## src/rtl/uart_tx_arbiter.sv

```systemverilog
// uart_tx_arbiter: round-robin sharing of one uart_tx between N_REQ byte producers.
// Optional `UART_ARB_TAG_EN: a TAG_BASE+index byte precedes every change of channel.
module uart_tx_arbiter #(
  parameter int unsigned N_REQ         = 4,
  parameter int unsigned START_TIMEOUT = 16,
  parameter logic [7:0]  TAG_BASE      = 8'h30
) (
  input  logic               clk,
  input  logic               rst,
  input  logic [N_REQ-1:0]   req_valid,
  input  logic [8*N_REQ-1:0] req_data,
  output logic [N_REQ-1:0]   req_ack,
  output logic [N_REQ-1:0]   grant,
  output logic               tx_start,
  output logic [7:0]         tx_data,
  input  logic               tx_busy,
  output logic               err_to
);

  localparam int unsigned   PW     = $clog2(N_REQ);
  localparam int unsigned   CW     = $clog2(START_TIMEOUT + 1);
  localparam logic [CW-1:0] TO_VAL = CW'(START_TIMEOUT);

`ifdef UART_ARB_TAG_EN
  typedef enum logic [2:0] {S_IDLE, S_START, S_WAIT_DONE, S_TAG_START, S_TAG_DONE} state_t;
`else
  typedef enum logic [1:0] {S_IDLE, S_START, S_WAIT_DONE} state_t;
`endif

  state_t           r_state, w_state;
  logic [PW-1:0]    r_rr_ptr, w_rr_ptr;
  logic [CW-1:0]    r_cnt, w_cnt, w_cnt_inc;
  logic [N_REQ-1:0] r_req_ack, w_req_ack;
  logic [N_REQ-1:0] r_grant, w_grant;
  logic             r_tx_start, w_tx_start;
  logic             r_err_to, w_err_to;
  logic [7:0]       r_tx_data, w_tx_data;
`ifdef UART_ARB_TAG_EN
  logic [7:0]       r_byte, w_byte;
  logic [PW-1:0]    r_cur, w_cur;
  logic [PW-1:0]    r_last_ch, w_last_ch;
  logic             r_last_vld, w_last_vld;
`endif

  logic [7:0]       w_bytes [N_REQ];
  logic             w_found;
  logic             w_timeout;
  logic [PW-1:0]    w_win;
  logic [PW-1:0]    w_scan;
  logic [N_REQ-1:0] w_win_oh;

  for (genvar g = 0; g < N_REQ; g++) begin : g_bytes
    assign w_bytes[g] = req_data[8*g +: 8];
  end

  // First pending requester at or after rr_ptr, wrapping past N_REQ-1 to 0.
  always_comb begin
    w_found = 1'b0;
    w_win   = '0;
    w_scan  = '0;
    for (int unsigned i = 0; i < N_REQ; i++) begin
      w_scan = PW'((32'(r_rr_ptr) + i) % N_REQ);
      if (!w_found && req_valid[w_scan]) begin
        w_found = 1'b1;
        w_win   = w_scan;
      end
    end
  end

  assign w_win_oh  = {{(N_REQ-1){1'b0}}, 1'b1} << w_win;
  assign w_cnt_inc = (r_cnt == TO_VAL) ? r_cnt : r_cnt + 1'b1;
  assign w_timeout = (w_cnt_inc == TO_VAL);

  always_comb begin
    w_state    = r_state;
    w_rr_ptr   = r_rr_ptr;
    w_cnt      = '0;
    w_req_ack  = '0;
    w_grant    = r_grant;
    w_tx_start = r_tx_start;
    w_tx_data  = r_tx_data;
    w_err_to   = 1'b0;
`ifdef UART_ARB_TAG_EN
    w_byte     = r_byte;
    w_cur      = r_cur;
    w_last_ch  = r_last_ch;
    w_last_vld = r_last_vld;
`endif
    case (r_state)
      S_IDLE: begin
        if (!tx_busy && w_found) begin
          w_req_ack  = w_win_oh;
          w_grant    = w_win_oh;
          w_rr_ptr   = PW'((32'(w_win) + 32'd1) % N_REQ);
          w_tx_start = 1'b1;
          w_tx_data  = w_bytes[w_win];
          w_state    = S_START;
`ifdef UART_ARB_TAG_EN
          w_cur  = w_win;
          w_byte = w_bytes[w_win];
          if (!r_last_vld || r_last_ch != w_win) begin
            w_tx_data = TAG_BASE + 8'(w_win);
            w_state   = S_TAG_START;
          end
`endif
        end
      end
`ifdef UART_ARB_TAG_EN
      S_START, S_TAG_START: begin
`else
      S_START: begin
`endif
        w_cnt = w_cnt_inc;
        if (tx_busy) begin
          w_tx_start = 1'b0;
          w_state    = S_WAIT_DONE;
`ifdef UART_ARB_TAG_EN
          if (r_state == S_TAG_START) w_state = S_TAG_DONE;
`endif
        end else if (w_timeout) begin
          // A timed-out tag abandons the latched data byte as well.
          w_tx_start = 1'b0;
          w_err_to   = 1'b1;
          w_grant    = '0;
          w_state    = S_IDLE;
        end
      end
      S_WAIT_DONE: begin
        if (!tx_busy) begin
          w_grant = '0;
          w_state = S_IDLE;
`ifdef UART_ARB_TAG_EN
          w_last_ch  = r_cur;
          w_last_vld = 1'b1;
`endif
        end
      end
`ifdef UART_ARB_TAG_EN
      S_TAG_DONE: begin
        if (!tx_busy) begin
          w_tx_data  = r_byte;
          w_tx_start = 1'b1;
          w_state    = S_START;
        end
      end
`endif
      default: w_state = S_IDLE;
    endcase
  end

  always_ff @(posedge clk) begin
    if (rst) begin
      r_state    <= S_IDLE;
      r_rr_ptr   <= '0;
      r_cnt      <= '0;
      r_req_ack  <= '0;
      r_grant    <= '0;
      r_tx_start <= 1'b0;
      r_tx_data  <= '0;
      r_err_to   <= 1'b0;
`ifdef UART_ARB_TAG_EN
      r_byte     <= '0;
      r_cur      <= '0;
      r_last_ch  <= '0;
      r_last_vld <= 1'b0;
`endif
    end else begin
      r_state    <= w_state;
      r_rr_ptr   <= w_rr_ptr;
      r_cnt      <= w_cnt;
      r_req_ack  <= w_req_ack;
      r_grant    <= w_grant;
      r_tx_start <= w_tx_start;
      r_tx_data  <= w_tx_data;
      r_err_to   <= w_err_to;
`ifdef UART_ARB_TAG_EN
      r_byte     <= w_byte;
      r_cur      <= w_cur;
      r_last_ch  <= w_last_ch;
      r_last_vld <= w_last_vld;
`endif
    end
  end

  assign req_ack  = r_req_ack;
  assign grant    = r_grant;
  assign tx_start = r_tx_start;
  assign tx_data  = r_tx_data;
  assign err_to   = r_err_to;

endmodule

```

## config.mk

```make
export PLATFORM = sky130hd
export DESIGN_NAME = uart_tx_arbiter
export DESIGN_NICKNAME = d
export VERILOG_FILES = /design/src/rtl/uart_tx_arbiter.sv
export SDC_FILE = /design/constraint.sdc
export NUM_CORES = 1
export LEC_CHECK = 0
export ABC_AREA = 1
export CORE_MARGIN = 2
export CORE_UTILIZATION = 30
export DETAILED_ROUTE_END_ITERATION = 16
export GPL_TIMING_DRIVEN = 0
export SLEW_MARGIN = 20
export SYNTH_ARGS = -nofsm -noshare
export SYNTH_HDL_FRONTEND = slang
export SYNTH_SLANG_ARGS = --single-unit
```

## constraint.sdc

```tcl
create_clock -name clk -period 2.25 [get_ports clk]
set_input_delay 0.5625 -clock clk [delete_from_list [all_inputs] [get_ports clk]]
set_output_delay 0.5625 -clock clk [all_outputs]
set_load 0.01 [all_outputs]
```

==> reports/results.txt <==
status = finished clean
Yosys top cell by area = dfxtp_1
critical path type = primary input to flop
Critical Path AT = 2.34 ns
DR top layer = met4
Antenna Cells = 0
Hold EP = grant[3]$_SDFFE_PP0P_
later-pin clock latency in the skew report = 0.27 ns
die area = 0.00742 mm^2
Clock Tree Root = clkbuf_8
Hold Path Cell Cnt = 2
fmax = 462 MHz
Post-Route M1 WL = 2.38 mm
number of flops mapped to enable cells by yosys = 0
Synth cell types = 28
Total Wirelength = 5.03 mm
Syn Area/Cell = 6.70 um^2
Die Y = 86.1 um
Initial Utilization = 31.5%
Post-Syn Area = 0.00202 mm^2
Ys Warns = 0
port bufs = 56
crit path capture type = flop
ys flop type = dfxtp_1
area of the multi-input gates = 0.00124 mm^2
largest net degree at the start of global routing = 15
final setup fails = 0
initial antenna violation count = 0
met2 WL = 2.21 mm
Synthesized Nets = 351
biggest area contributors in the synthesized netlist = dfxtp_1 (27%), inv_1 (12%), nand2_1 (11%)
GRT overflow = 0
origin of the critical flop-to-flop path = r_cnt[0]$_SDFF_PP0_
Placed Cells incl. Taps = 435
fin util = 45.2%
Seq/Total Area, Yosys = 26.7%
Async SR Flop Fraction = 0%
post-DR wirelength/cell = 11.2 um
H-tree depth = 1
hold slack = 0.487 ns
final worst path period share = 96.2%
gpl congestion = 0.876
vias per cell = 4.54
Clk pin slew, worst setup/hold paths = 0.09 ns
Slew Limit Headroom = 61.4%
maximum vdd ir drop = 518 uV
storage element area = 541 um^2
layout cells sized above 1 = 20.4%
IO Count = 57
pwr/cell area = 1340 mW/mm^2
metal3 WL = 334 um
global-route usage over all layers = 14.0%
MaxCap Viol Count = 0
Nets = 422
Worst-Margin Slew = 0.580 ns
Crit Path Max Fanout = 3
first-pass detailed-route iteration total = 4
static leakage = 1.43 nW
width of the die = 86.1 um
ANT nets after route = 0
top cell type's share of synthesized area = 26.7%
first-pass GRT wire length = 8.61 mm
Fill cells = 637
FF-to-FF setup slack = 0.21 ns
minimum clock period = 2.16 ns
Max Slew Vio Count = 0
Synth top cells by count = inv_1 (62), nand2_1 (57), nand3_1 (38), dfxtp_1 (27), nand4_1 (18)
Post-Synthesis Cells = 302
Reg2Reg Depth = 9
DP HPWL = 3.84 mm
Cell Count, Final, Fillers Out = 449
row cnt = 29
final hold violation count = 0
Hold Path Origin = grant[3]$_SDFFE_PP0P_
Setup crit start kind = primary input
DRC = 0
initial DRC count = 91
Core Region = 0.00642 mm^2
HP Class = flop to flop
TritonCTS clock tree = yes
routed via count = 2,040
#FFs+latches synth = 27
# hold bufs at CTS = 0
Longest Clk Path Bufs = 2
clock skew = 0.00185 ns
top-count cell post-synth = inv_1
R2R Path End = grant[0]$_SDFFE_PP0P_
cts bufs inserted = 3
WP data required = 2.42 ns
Area Overhead vs Synth = 43.5%
vias in the first global route = 1,971
CTS sink cnt = 27
## state kept, by name (all words and copies together), names as in the netlist
name,count
req_ack,4
r_rr_ptr,2
r_state,2
tx_start,1
grant,4
err_to,1
r_cnt,5
tx_data,8
## cell families after synthesis
kind of cell / synth area share (%)
AO/OA/AOI/OAI: 7.61
XOR/XNOR: 1.73
adder cells (fa/ha/maj): 6.18
buffers and inverters: 16.1
flip-flops: 26.7
AND/OR/NAND/NOR: 41.7
## where the power goes
| group | switching [mW] | internal, mW | total (mW) |
|---|---|---|---|
| combinational | 1.64 | 1.26 | 2.90 |
| clock | 0.145 | 0.127 | 0.272 |
| sequential | 0.0957 | 0.625 | 0.721 |
| total | 1.88 | 2.01 | 3.89 |
## cell type report
class,instances,area share (%)
multi-input combinational,199,42.8
timing repair buffer,66,22.2
sequential,27,18.6
inverter,68,8.88
tap,77,3.32
buffer,8,2.54
clock buffer,4,1.55
## worst max-delay path by stage
stage / cells past startpoint / end / slack, ns / start
2_1_floorplan: 12 / r_rr_ptr[1]$_SDFFE_PP0P_ / 0.22 / req_valid[2]
3_3_place_gp: 14 / r_rr_ptr[1]$_SDFFE_PP0P_ / -0.40 / req_valid[3]
3_5_place_dp: 13 / r_rr_ptr[1]$_SDFFE_PP0P_ / -0.42 / req_valid[1]
4_1_cts: 14 / r_rr_ptr[1]$_SDFFE_PP0P_ / 0.01 / req_valid[1]
5_1_grt: 14 / grant[0]$_SDFFE_PP0P_ / -0.03 / req_valid[2]
6_report: 14 / grant[0]$_SDFFE_PP0P_ / 0.09 / req_valid[2]
## placed cells by master, fill, tap and decap left out, types with 5 or more instances in the layout
cell type	synthesis	routed
buf_2	4	5
o21a_1	8	8
nand3_1	38	35
ha_1	10	8
inv_1	62	57
dfxtp_1	27	27
clkdlybuf4s50_1	0	54
nand2_1	57	48
inv_2	5	9
buf_4	1	8
nand2_2	17	22
nor2_1	15	15
nand4_1	18	18
nand2_4	5	9
a21oi_1	9	9
## worst max-delay path, stage by stage
cell             delay, ns
clkdlybuf4s50_1       0.47
inv_1                 0.06
nand2_1               0.07
nand2_2               0.07
o21ai_0               0.22
nand3_2               0.10
nand3_2               0.08
nand2_4               0.07
buf_4                 0.14
ha_1                  0.20
nand2_1               0.07
nand3_1               0.07
nand2_1               0.11
nor2_1                0.04
## metal layers
layer,up-vias,global-route usage (%)
met5,-,0
met4,0,4.33
met1,873,18.6
li1,1085,-
met2,74,22.6
met3,8,3.08
## timing repair
action	4_1_cts	5_1_grt
gates resized for setup	2	32
setup endpoints to repair	5	19
setup buffers	6	3
pin swaps	4	14
cloned	0	1
## metrics by stage
stage / total power, mW / setup slack (ns) / cell area (um^2) / setup TNS [ns]
3_5_place_dp: 3.18 / -0.417 / 2680 / -4.60
6_report: 3.89 / 0.0858 / 2900 / 0
2_1_floorplan: 2.47 / 0.218 / 2020 / 0
5_1_grt: 4.24 / -0.0287 / 2900 / -0.0505
4_1_cts: 3.63 / 0.0108 / 2780 / 0
3_3_place_gp: 3.15 / -0.401 / 2680 / -4.04
Power figures use the tool's default switching activity.
